`config.mk`:
```
export PLATFORM = sky130hd
export DESIGN_NAME = mem_ctrl_flat
export DESIGN_NICKNAME = d
export VERILOG_FILES = /design/src/rtl/mem_ctrl_if.sv /design/src/rtl/mem_ctrl.sv /design/src/flat_wrapper.sv
export SDC_FILE = /design/constraint.sdc
export NUM_CORES = 1
export LEC_CHECK = 0
export CORE_AREA = 2 2 179 181
export CTS_CLUSTER_DIAMETER = 40
export DETAILED_ROUTE_END_ITERATION = 16
export DIE_AREA = 0 0 181 183
export PLACE_DENSITY = 0.57
export SLEW_MARGIN = 20
export SYNTH_ARGS = -nofsm -noshare
export SYNTH_HDL_FRONTEND = slang
export SYNTH_SLANG_ARGS = --single-unit
```
`constraint.sdc`:
```
create_clock -name clk_in -period 6 [get_ports clk_in]
set_input_delay 1.8 -clock clk_in [delete_from_list [all_inputs] [get_ports clk_in]]
set_output_delay 1.8 -clock clk_in [all_outputs]
set_load 0.1 [all_outputs]
```
`src/rtl/mem_ctrl_if.sv`:
```
// Request/response and byte-bus signals between the core ports and mem_ctrl.
// slave = controller view, master = core + RAM view.
interface mem_ctrl_if #(
  parameter int ADDR_W = 32
);
  logic              IF_MC_ask;
  logic [ADDR_W-1:0] IF_MC_Addr;
  logic              MC_IF_ok;
  logic              MC_IF_arrive;
  logic [31:0]       MC_IF_Inst;

  logic              LSB_MC_ask;
  logic              LSB_MC_wr;
  logic [1:0]        LSB_MC_Len;
  logic [ADDR_W-1:0] LSB_MC_Addr;
  logic [31:0]       LSB_MC_Data;
  logic              MC_LSB_ok;
  logic              MC_LSB_arrive;
  logic [31:0]       MC_LSB_Data;

  logic [7:0]        mem_din;
  logic [7:0]        mem_dout;
  logic [ADDR_W-1:0] mem_a;
  logic              mem_wr;

  // Handshake: an ask is held high until the matching ok pulse; ok and
  // arrive are single-cycle registered pulses, with arrive never before ok.
  modport slave (
    input  IF_MC_ask, IF_MC_Addr,
    input  LSB_MC_ask, LSB_MC_wr, LSB_MC_Len, LSB_MC_Addr, LSB_MC_Data,
    input  mem_din,
    output MC_IF_ok, MC_IF_arrive, MC_IF_Inst,
    output MC_LSB_ok, MC_LSB_arrive, MC_LSB_Data,
    output mem_dout, mem_a, mem_wr
  );

  modport master (
    output IF_MC_ask, IF_MC_Addr,
    output LSB_MC_ask, LSB_MC_wr, LSB_MC_Len, LSB_MC_Addr, LSB_MC_Data,
    output mem_din,
    input  MC_IF_ok, MC_IF_arrive, MC_IF_Inst,
    input  MC_LSB_ok, MC_LSB_arrive, MC_LSB_Data,
    input  mem_dout, mem_a, mem_wr
  );
endinterface

```
`src/rtl/mem_ctrl.sv`:
```
// Byte-serial memory controller: one fetch or load/store in flight, LS port
// has priority. All outputs registered; state exposed on dbg_state_o.
module mem_ctrl #(
  parameter int         ADDR_W = 32,
  parameter logic [1:0] IO_SEL = 2'b11
) (
  input  logic       clk_in,
  input  logic       rst_in,
  input  logic       rdy_in,
  input  logic       io_buffer_full,
  input  logic       clr_in,
  mem_ctrl_if.slave  bus,
  output logic [1:0] dbg_state_o
);

  typedef enum logic [1:0] {IDLE = 2'd0, IF_RD = 2'd1, LS_RD = 2'd2, LS_WR = 2'd3} state_t;

  state_t            state_q, state_d;
  logic [2:0]        cnt_q, cnt_d;
  logic [2:0]        nbytes_q, nbytes_d;
  logic [ADDR_W-1:0] addr_q, addr_d;
  logic [31:0]       wdata_q, wdata_d;
  logic [31:0]       rdata_q, rdata_d;
  logic [7:0]        hold_q, hold_d;
  logic              paused_q, paused_d;
  logic              if_ok_q, if_ok_d, if_arr_q, if_arr_d;
  logic              ls_ok_q, ls_ok_d, ls_arr_q, ls_arr_d;
  logic [ADDR_W-1:0] mem_a_q, mem_a_d;
  logic [7:0]        mem_dout_q, mem_dout_d;
  logic              mem_wr_q, mem_wr_d;

  logic [ADDR_W-1:0] wr_addr, rd_next;
  logic [7:0]        rd_byte;
  logic              wr_stall, acc_stall;

  function automatic logic [7:0] byte_of(input logic [31:0] w, input logic [1:0] i);
    case (i)
      2'd0:    byte_of = w[7:0];
      2'd1:    byte_of = w[15:8];
      2'd2:    byte_of = w[23:16];
      default: byte_of = w[31:24];
    endcase
  endfunction

  assign wr_addr   = addr_q + ADDR_W'(cnt_q);
  assign rd_next   = wr_addr + ADDR_W'(1);
  assign wr_stall  = io_buffer_full && (wr_addr[17:16] == IO_SEL);
  assign acc_stall = io_buffer_full && (bus.LSB_MC_Addr[17:16] == IO_SEL);
  // The byte RAM returned on the first paused edge would be lost while
  // mem_a is frozen, so it is kept and consumed on the resume edge.
  assign rd_byte   = paused_q ? hold_q : bus.mem_din;

  always_comb begin
    state_d    = state_q;
    cnt_d      = cnt_q;
    nbytes_d   = nbytes_q;
    addr_d     = addr_q;
    wdata_d    = wdata_q;
    rdata_d    = rdata_q;
    hold_d     = hold_q;
    paused_d   = 1'b0;
    mem_a_d    = mem_a_q;
    mem_dout_d = mem_dout_q;
    mem_wr_d   = 1'b0;
    if_ok_d    = 1'b0;
    if_arr_d   = 1'b0;
    ls_ok_d    = 1'b0;
    ls_arr_d   = 1'b0;
    if (!rdy_in) begin
      paused_d = 1'b1;
      if (!paused_q) hold_d = bus.mem_din;
    end else begin
      case (state_q)
        IDLE: begin
          if (bus.LSB_MC_ask) begin
            ls_ok_d  = 1'b1;
            addr_d   = bus.LSB_MC_Addr;
            wdata_d  = bus.LSB_MC_Data;
            nbytes_d = {1'b0, bus.LSB_MC_Len} + 3'd1;
            mem_a_d  = bus.LSB_MC_Addr;
            rdata_d  = '0;
            cnt_d    = 3'd0;
            if (bus.LSB_MC_wr) begin
              state_d    = LS_WR;
              mem_dout_d = bus.LSB_MC_Data[7:0];
              if (!acc_stall) begin
                mem_wr_d = 1'b1;
                cnt_d    = 3'd1;
              end
            end else begin
              state_d = LS_RD;
            end
          end else if (bus.IF_MC_ask && !clr_in) begin
            if_ok_d  = 1'b1;
            addr_d   = bus.IF_MC_Addr;
            nbytes_d = 3'd4;
            mem_a_d  = bus.IF_MC_Addr;
            rdata_d  = '0;
            cnt_d    = 3'd0;
            state_d  = IF_RD;
          end
        end
        IF_RD, LS_RD: begin
          if (state_q == IF_RD && clr_in) begin
            state_d = IDLE;
          end else begin
            cnt_d = cnt_q + 3'd1;
            if (cnt_d < nbytes_q) mem_a_d = rd_next;
            // cnt_q = k captures byte k-1 (RAM answers one cycle late).
            case (cnt_q)
              3'd1:    rdata_d[7:0]   = rd_byte;
              3'd2:    rdata_d[15:8]  = rd_byte;
              3'd3:    rdata_d[23:16] = rd_byte;
              3'd4:    rdata_d[31:24] = rd_byte;
              default: ;
            endcase
            if (cnt_q == nbytes_q) begin
              state_d = IDLE;
              if (state_q == IF_RD) if_arr_d = 1'b1;
              else                  ls_arr_d = 1'b1;
            end
          end
        end
        LS_WR: begin
          if (cnt_q < nbytes_q) begin
            if (!wr_stall) begin
              mem_wr_d   = 1'b1;
              mem_a_d    = wr_addr;
              mem_dout_d = byte_of(wdata_q, cnt_q[1:0]);
              cnt_d      = cnt_q + 3'd1;
            end
          end else if (cnt_q == nbytes_q) begin
            ls_arr_d = 1'b1;
            cnt_d    = cnt_q + 3'd1;
          end else begin
            state_d = IDLE;
          end
        end
        default: state_d = IDLE;
      endcase
    end
  end

  always_ff @(posedge clk_in or negedge rst_in) begin
    if (!rst_in) begin
      state_q    <= IDLE;
      cnt_q      <= '0;
      nbytes_q   <= '0;
      addr_q     <= '0;
      wdata_q    <= '0;
      rdata_q    <= '0;
      hold_q     <= '0;
      paused_q   <= 1'b0;
      if_ok_q    <= 1'b0;
      if_arr_q   <= 1'b0;
      ls_ok_q    <= 1'b0;
      ls_arr_q   <= 1'b0;
      mem_a_q    <= '0;
      mem_dout_q <= '0;
      mem_wr_q   <= 1'b0;
    end else begin
      state_q    <= state_d;
      cnt_q      <= cnt_d;
      nbytes_q   <= nbytes_d;
      addr_q     <= addr_d;
      wdata_q    <= wdata_d;
      rdata_q    <= rdata_d;
      hold_q     <= hold_d;
      paused_q   <= paused_d;
      if_ok_q    <= if_ok_d;
      if_arr_q   <= if_arr_d;
      ls_ok_q    <= ls_ok_d;
      ls_arr_q   <= ls_arr_d;
      mem_a_q    <= mem_a_d;
      mem_dout_q <= mem_dout_d;
      mem_wr_q   <= mem_wr_d;
    end
  end

  assign bus.MC_IF_ok      = if_ok_q;
  assign bus.MC_IF_arrive  = if_arr_q;
  assign bus.MC_IF_Inst    = rdata_q;
  assign bus.MC_LSB_ok     = ls_ok_q;
  assign bus.MC_LSB_arrive = ls_arr_q;
  assign bus.MC_LSB_Data   = rdata_q;
  assign bus.mem_a         = mem_a_q;
  assign bus.mem_dout      = mem_dout_q;
  assign bus.mem_wr        = mem_wr_q;
  assign dbg_state_o       = state_q;

endmodule

```
`src/flat_wrapper.sv`:
```
// flat-port wrapper written by rule: the top's interface ports become plain ports
module mem_ctrl_flat 
#(
  parameter int         ADDR_W = 32,
  parameter logic [1:0] IO_SEL = 2'b11
)
  (clk_in, rst_in, rdy_in, io_buffer_full, clr_in, dbg_state_o, bus_IF_MC_ask, bus_IF_MC_Addr, bus_LSB_MC_ask, bus_LSB_MC_wr, bus_LSB_MC_Len, bus_LSB_MC_Addr, bus_LSB_MC_Data, bus_mem_din, bus_MC_IF_ok, bus_MC_IF_arrive, bus_MC_IF_Inst, bus_MC_LSB_ok, bus_MC_LSB_arrive, bus_MC_LSB_Data, bus_mem_dout, bus_mem_a, bus_mem_wr);
  mem_ctrl_if #(.ADDR_W(ADDR_W)) bus_i ();
  input  logic clk_in;
  input  logic rst_in;
  input  logic rdy_in;
  input  logic io_buffer_full;
  input  logic clr_in;
  output logic [1:0] dbg_state_o;
  input wire logic [$bits(bus_i.IF_MC_ask)-1:0] bus_IF_MC_ask;
  input wire logic [$bits(bus_i.IF_MC_Addr)-1:0] bus_IF_MC_Addr;
  input wire logic [$bits(bus_i.LSB_MC_ask)-1:0] bus_LSB_MC_ask;
  input wire logic [$bits(bus_i.LSB_MC_wr)-1:0] bus_LSB_MC_wr;
  input wire logic [$bits(bus_i.LSB_MC_Len)-1:0] bus_LSB_MC_Len;
  input wire logic [$bits(bus_i.LSB_MC_Addr)-1:0] bus_LSB_MC_Addr;
  input wire logic [$bits(bus_i.LSB_MC_Data)-1:0] bus_LSB_MC_Data;
  input wire logic [$bits(bus_i.mem_din)-1:0] bus_mem_din;
  output wire logic [$bits(bus_i.MC_IF_ok)-1:0] bus_MC_IF_ok;
  output wire logic [$bits(bus_i.MC_IF_arrive)-1:0] bus_MC_IF_arrive;
  output wire logic [$bits(bus_i.MC_IF_Inst)-1:0] bus_MC_IF_Inst;
  output wire logic [$bits(bus_i.MC_LSB_ok)-1:0] bus_MC_LSB_ok;
  output wire logic [$bits(bus_i.MC_LSB_arrive)-1:0] bus_MC_LSB_arrive;
  output wire logic [$bits(bus_i.MC_LSB_Data)-1:0] bus_MC_LSB_Data;
  output wire logic [$bits(bus_i.mem_dout)-1:0] bus_mem_dout;
  output wire logic [$bits(bus_i.mem_a)-1:0] bus_mem_a;
  output wire logic [$bits(bus_i.mem_wr)-1:0] bus_mem_wr;
  assign bus_i.IF_MC_ask = bus_IF_MC_ask;
  assign bus_i.IF_MC_Addr = bus_IF_MC_Addr;
  assign bus_i.LSB_MC_ask = bus_LSB_MC_ask;
  assign bus_i.LSB_MC_wr = bus_LSB_MC_wr;
  assign bus_i.LSB_MC_Len = bus_LSB_MC_Len;
  assign bus_i.LSB_MC_Addr = bus_LSB_MC_Addr;
  assign bus_i.LSB_MC_Data = bus_LSB_MC_Data;
  assign bus_i.mem_din = bus_mem_din;
  assign bus_MC_IF_ok = bus_i.MC_IF_ok;
  assign bus_MC_IF_arrive = bus_i.MC_IF_arrive;
  assign bus_MC_IF_Inst = bus_i.MC_IF_Inst;
  assign bus_MC_LSB_ok = bus_i.MC_LSB_ok;
  assign bus_MC_LSB_arrive = bus_i.MC_LSB_arrive;
  assign bus_MC_LSB_Data = bus_i.MC_LSB_Data;
  assign bus_mem_dout = bus_i.mem_dout;
  assign bus_mem_a = bus_i.mem_a;
  assign bus_mem_wr = bus_i.mem_wr;
  mem_ctrl #(.ADDR_W(ADDR_W), .IO_SEL(IO_SEL)) u_core (.clk_in(clk_in), .rst_in(rst_in), .rdy_in(rdy_in), .io_buffer_full(io_buffer_full), .clr_in(clr_in), .bus(bus_i), .dbg_state_o(dbg_state_o));
endmodule
```
==> results of run 1 <==
## kinds of logic (layout without fill, tap and decap cells)
group | after synthesis | in the layout | share of synthesized area
AOI/OAI and AO/OA | 236 | 236 | 0.1690
and+or+nand+nor | 236 | 236 | 0.1267
DFF | 158 | 158 | 0.4273
muxes | 123 | 123 | 0.1431
buffers and inverters | 111 | 288 | 0.06248
xor gates and xnor gates | 46 | 46 | 0.04354
adders and majority gates | 20 | 20 | 0.02786
## critical path, stage by stage, from the launching register on
cell and delay [ns]:
dfrtp_1 0.43, ha_1 0.26, inv_1 0.08, fa_1 0.46
nor2b_1 0.34, o211ai_1 0.36, or3_2 0.53, xor2_1 0.22
nor4b_2 0.60, nand4_2 0.25, or4_1 0.44, a31o_1 0.22
a22o_1 0.17
## through the flow
stage,setup WS (ns),util
floorplan,2.322,-
global placement,1.688,0.3710
detailed placement,1.563,0.3710
CTS,1.553,0.3899
global route,1.188,0.3899
finish,1.507,0.3899
## Yosys cell counts, types with 14 or more instances
| cell type | count |
|---|---|
| a21oi_1 | 52 |
| ha_1 | 19 |
| a211oi_1 | 14 |
| mux2i_1 | 49 |
| dfrtp_1 | 158 |
| xor2_1 | 20 |
| nand3_1 | 25 |
| buf_4 | 37 |
| clkbuf_1 | 39 |
| o21ai_0 | 73 |
| xnor2_1 | 26 |
| nand2_1 | 87 |
| nor2_1 | 39 |
| mux2_2 | 74 |
| inv_1 | 22 |
## state kept, by name, indices dropped and copies added (netlist names)
name	flops
u_core.bus.mem_a	32
u_core.bus.mem_wr	1
u_core.hold_q	8
u_core.addr_q	32
u_core.paused_q	1
u_core.bus.mem_dout	8
u_core.bus.MC_IF_ok	1
u_core.bus.MC_LSB_ok	1
u_core.bus.MC_LSB_arrive	1
u_core.bus.MC_IF_Inst	32
u_core.bus.MC_IF_arrive	1
u_core.nbytes_q	3
u_core.dbg_state_o	2
u_core.wdata_q	32
u_core.cnt_q	3
## layout make-up
cell class	instances	area [um2]
Clock buffer	18	429.2
Clock inverter	14	160.2
Fill cell	3111	19050
Inverter	22	82.58
Multi-Input combinational cell	661	4736
Sequential cell	158	3954
Tap cell	402	503.0
Timing Repair Buffer	234	2313
## final timing paths
path,start,end,cells past startpoint
setup / recovery,u_core.cnt_q[0],u_core.bus.mem_a[30],12
hold / removal,u_core.bus.mem_a[13],u_core.bus.mem_a[13],2
setup reg to reg,u_core.cnt_q[0],u_core.bus.mem_a[30],12
hold reg to reg,u_core.bus.mem_a[13],u_core.bus.mem_a[13],2
max in group asynchronous,rst_in,u_core.bus.mem_a[28],2
min in group asynchronous,rst_in,u_core.bus.mem_a[8],1
## layer usage
metal / vias to the layer above / wire, um
met3: 29 / 1689
li1: 3663 / -
met1: 3638 / 12540
met2: 222 / 13130
met5: - / 27
met4: 4 / 361
==> impl_metrics.yaml, run 1 <==
run_status:
  status: "finished, final reports clean"
final_layout:
  final-instance-count-excl-fill: 1509
  drive_above_1_share: 0.1229
  final_cell_mix: "222 x clkdlybuf4s50_1, 158 x dfrtp_1, 87 x nand2_1, 74 x mux2_2, 73 x o21ai_0"
  syn2layout_area_growth_pct: 31.62
  insertedDiodeCount: 0
  nets: 1228
  design_area_mm2: 0.01218
  final_common_cell: "clkdlybuf4s50_1"
yosys:
  syn_area_per_cell_um2: 9.949
  ys_ff_latch: 158
  synth_cells: 930
  synth_async_sr_flop_share: 1.000
  synth.top_cell.area_share: 0.4273
  syn-num-nets: 1064
  ys_warn_count: 0
  synthTopCellsByArea: "dfrtp_1 43%, mux2_2 9.0%, mux2i_1 5.3%"
  ys_seq_area_frac: 0.4273
  synth_edf_count: 0
  yosys.area.top_type: "dfrtp_1"
  syn_area_mm2: 0.009253
  synth_cell_type_count: 72
  synthFlopType: "dfrtp_1"
cts:
  cts_hold_buf: 0
  cts-buffers-inserted: 17
  clk_pin_slew_worst_paths_ns: 0.07
  clkLatencyLatePin_ns: 0.43
  tritoncts: "done"
  clock_path_buffers: 2
  htreeDepth: 4
  clkSinkCount: 158
  cts_resized: 0
  clock-root-buffer: "clkbuf_16"
  post-cts-setup-buffers: 0
die:
  rows: 65
  die_area_mm2: 0.03312
  die_h_um: 183
  ios: 225
  core_area_mm2: 0.03123
  chipWidth_um: 181
  initial_core_util: 0.2963
sta:
  hold_viol_final: 0
  finalSetupViolCount: 0
  worst_pin_slew_ns: 1.032
  fin_crit_sh: 0.7489
  slew_headroom: 0.3098
  drv_slew: 0
  rsz0062_at_grt: "no"
  setup_tns_ns: 0
  holdWs_ns: 0.4757
  clock_skew_ns: 0.01160
  fin_crit_ns: 4.493
  max_freq_mhz: 222.5
global_routing:
  grt_pass1_wl_um: 44100
  gr-usage-met2: 0.2835
  grt_use_met1: 0.2186
  grt_max_degree: 67
  grt_use_total: 0.1697
  grt-busiest-layer: "met2"
  overflow: 0
  grt_pass1_vias: 7814
  antenna_found_initial: 2
  use_met3: 0.04369
route:
  vias: 7556
  first_pass_iters: 5
  drtIter0Drc: 464
  routed_wl_um: 27740
  ant_nets: 0
  avgRoutedWirePerCell_um: 18.39
  via_per_inst: 5.007
  drcViolationCount: 0
min_path:
  hp-class: "reg -> reg"
placed_design:
  hpwl_um: 19870
  placed_area_mm2: 0.01159
  dp.cells: 1477
  place_congestion: 0.8392
  place.port_buffers: 224
worst_setup_path:
  crit_arrival_ns: 4.81
  crit_fanout: 11
  critical_path_required_ns: 6.32
  r2r_setup_slack_ns: 1.51
  path_class: "reg -> reg"
  critPathCaptureType: "register"
  crit_path_start_kind: "register"
flow_run:
  max_cap_viol_count: 0
Power of run 1 is left out: the tool's default activity adds up to more than one toggle a clock period on the data nets, which glitch-free logic cannot reach.
==> inputs of run 2 (changes only) <==
--- a/config.mk
+++ b/config.mk
@@ -9,7 +9,7 @@
 export CTS_CLUSTER_DIAMETER = 40
 export DETAILED_ROUTE_END_ITERATION = 16
 export DIE_AREA = 0 0 181 183
-export PLACE_DENSITY = 0.57
+export PLACE_DENSITY = 0.58
 export SLEW_MARGIN = 20
 export SYNTH_ARGS = -nofsm -noshare
 export SYNTH_HDL_FRONTEND = slang
==> constraint.sdc (replaced) <==
create_clock -name clk_in -period 4.1 [get_ports clk_in]
set_input_delay 1.23 -clock clk_in [delete_from_list [all_inputs] [get_ports clk_in]]
set_output_delay 1.23 -clock clk_in [all_outputs]
set_load 0.1 [all_outputs]
==> run 2 against run 1 <==
Net effect:
- die area did not move
- via count increased by 2.9%
- sequential cell count did not move
- fmax rose by 19%
- highest routed layer unchanged
==> impl_metrics.yaml, run 2 (synthesis gave the netlist of run 1 again) <==
run_status:
  status: "finished, final reports clean"
final_layout:
  final_common_cell: "clkdlybuf4s50_1"
  drive_above_1_share: 0.1547
  final_cell_mix: "202 x clkdlybuf4s50_1, 158 x dfrtp_1, 87 x nand2_1, 74 x mux2_2, 73 x o21ai_0"
  nets: 1247
  syn2layout_area_growth_pct: 33.35
route:
  avgRoutedWirePerCell_um: 18.18
  via_per_inst: 5.086
  first_pass_iters: 6
  ant_nets: 0
  drtIter0Drc: 515
  drcViolationCount: 0
  routed_wl_um: 27790
  vias: 7776
sta:
  finalSetupViolCount: 0
  hold_viol_final: 0
  setup_tns_ns: 0
  worst_pin_slew_ns: 1.023
  rsz0062_at_grt: "no"
  clock_skew_ns: 0.01908
  slew_headroom: 0.3159
  max_freq_mhz: 265.7
  fin_crit_ns: 3.763
  fin_crit_sh: 0.9179
  drv_slew: 0
worst_setup_path:
  crit_chain: "ha_1, inv_1, fa_1, nand2b_1, a2111oi_2, xor2_1, nand3_1, nor4b_2, buf_4, nand4_2, or4_1, a31o_1, a22o_1"
  crit_fanout: 5
  crit_path_start_kind: "register"
  critPathSlowestCell: "fa_1"
  cp_top_family: "simple AND/OR/NAND/NOR gates"
  cp_slowest_stage_delay_ns: 0.48
  path_class: "reg -> reg"
  crit_arrival_ns: 4.09
  r2r_setup_slack_ns: 0.34
  critical_path_required_ns: 4.42
  critPathCaptureType: "register"
  crit_buf_inv: 2
placed_design:
  place.port_buffers: 224
  hpwl_um: 19950
  place_congestion: 0.8544
die:
  initial_core_util: 0.2963
  die_area_mm2: 0.03312
  chipWidth_um: 181
  rows: 65
  core_area_mm2: 0.03123
  die_h_um: 183
  ios: 225
cts:
  clkLatencyLatePin_ns: 0.44
  post-cts-setup-buffers: 0
  clk_pin_slew_worst_paths_ns: 0.07
  htreeDepth: 4
  cts_hold_buf: 0
  cts_resized: 0
  clock_path_buffers: 2
  clkSinkCount: 158
  tritoncts: "done"
  cts-buffers-inserted: 17
  clock-root-buffer: "clkbuf_16"
global_routing:
  grt_max_degree: 85
  overflow: 0
  grt_use_total: 0.1704
  antenna_found_initial: 4
  grt_pass1_wl_um: 44600
  grt_pass1_vias: 7962
min_path:
  hp-class: "reg -> reg"
flow_run:
  max_cap_viol_count: 0
-- run 2: cell types whose count changed in the layout (fill, tap and decap cells not counted), moves of 3 or more --
cell,change
clkinv_8,-3
buf_12,+3
bufinv_16,+3
clkdlybuf4s50_1,-20
buf_4,+36
-- run 2: worst paths after layout --
kind | startpoint | endpoint | depth (start not counted)
max | u_core.addr_q[0] | u_core.bus.mem_a[30] | 13
min | u_core.bus.mem_a[8] | u_core.bus.mem_a[8] | 1
max reg2reg | u_core.addr_q[0] | u_core.bus.mem_a[30] | 13
min reg2reg | u_core.bus.mem_a[8] | u_core.bus.mem_a[8] | 1
max in group asynchronous | rst_in | u_core.hold_q[5] | 2
min in group asynchronous | rst_in | u_core.bus.mem_a[6] | 1
-- run 2: layout make-up --
cell class | instances | area, um2
fill | 3109 | 18890
multi-input combinational | 661 | 4728
sequential | 158 | 3954
timing repair buffer | 253 | 2444
tap | 402 | 503.0
clock buffer | 17 | 425.4
clock inverter | 14 | 196.4
inverter | 22 | 82.58
antenna | 2 | 5.005
-- run 2: worst reg2reg max path, cell delays in order, from the launching register on --
cell       delay [ns]
dfrtp_1          0.35
ha_1             0.24
inv_1            0.08
fa_1             0.48
nand2b_1         0.22
a2111oi_2        0.40
xor2_1           0.22
nand3_1          0.19
nor4b_2          0.32
buf_4            0.16
nand4_2          0.17
or4_1            0.45
a31o_1           0.22
a22o_1           0.17
-- run 2: per-stage QoR --
stage	hold WS [ns]	worst slack [ns]	std cells	utilization	cell area, um2
after global routing	0.4897	0.1057	1527	0.3949	12330
after floorplan	0.4563	0.4224	930	-	9253
final	0.4790	0.3367	1529	0.3951	12340
after detailed placement	0.4671	0.3672	1496	0.3750	11710
after CTS	0.4831	0.3453	1527	0.3949	12330
after global placement	0.4638	0.4269	1496	0.3750	11710
-- run 2: routing by layer --
metal | GRT usage | up-vias | wire length (um)
met3 | 0.04309 | 34 | 1898
met2 | 0.2868 | 243 | 13120
met1 | 0.2190 | 3791 | 12320
met5 | 0 | - | 21
met4 | 0.04455 | 4 | 437
li1 | - | 3704 | -
Power of run 2 is left out for the same reason.
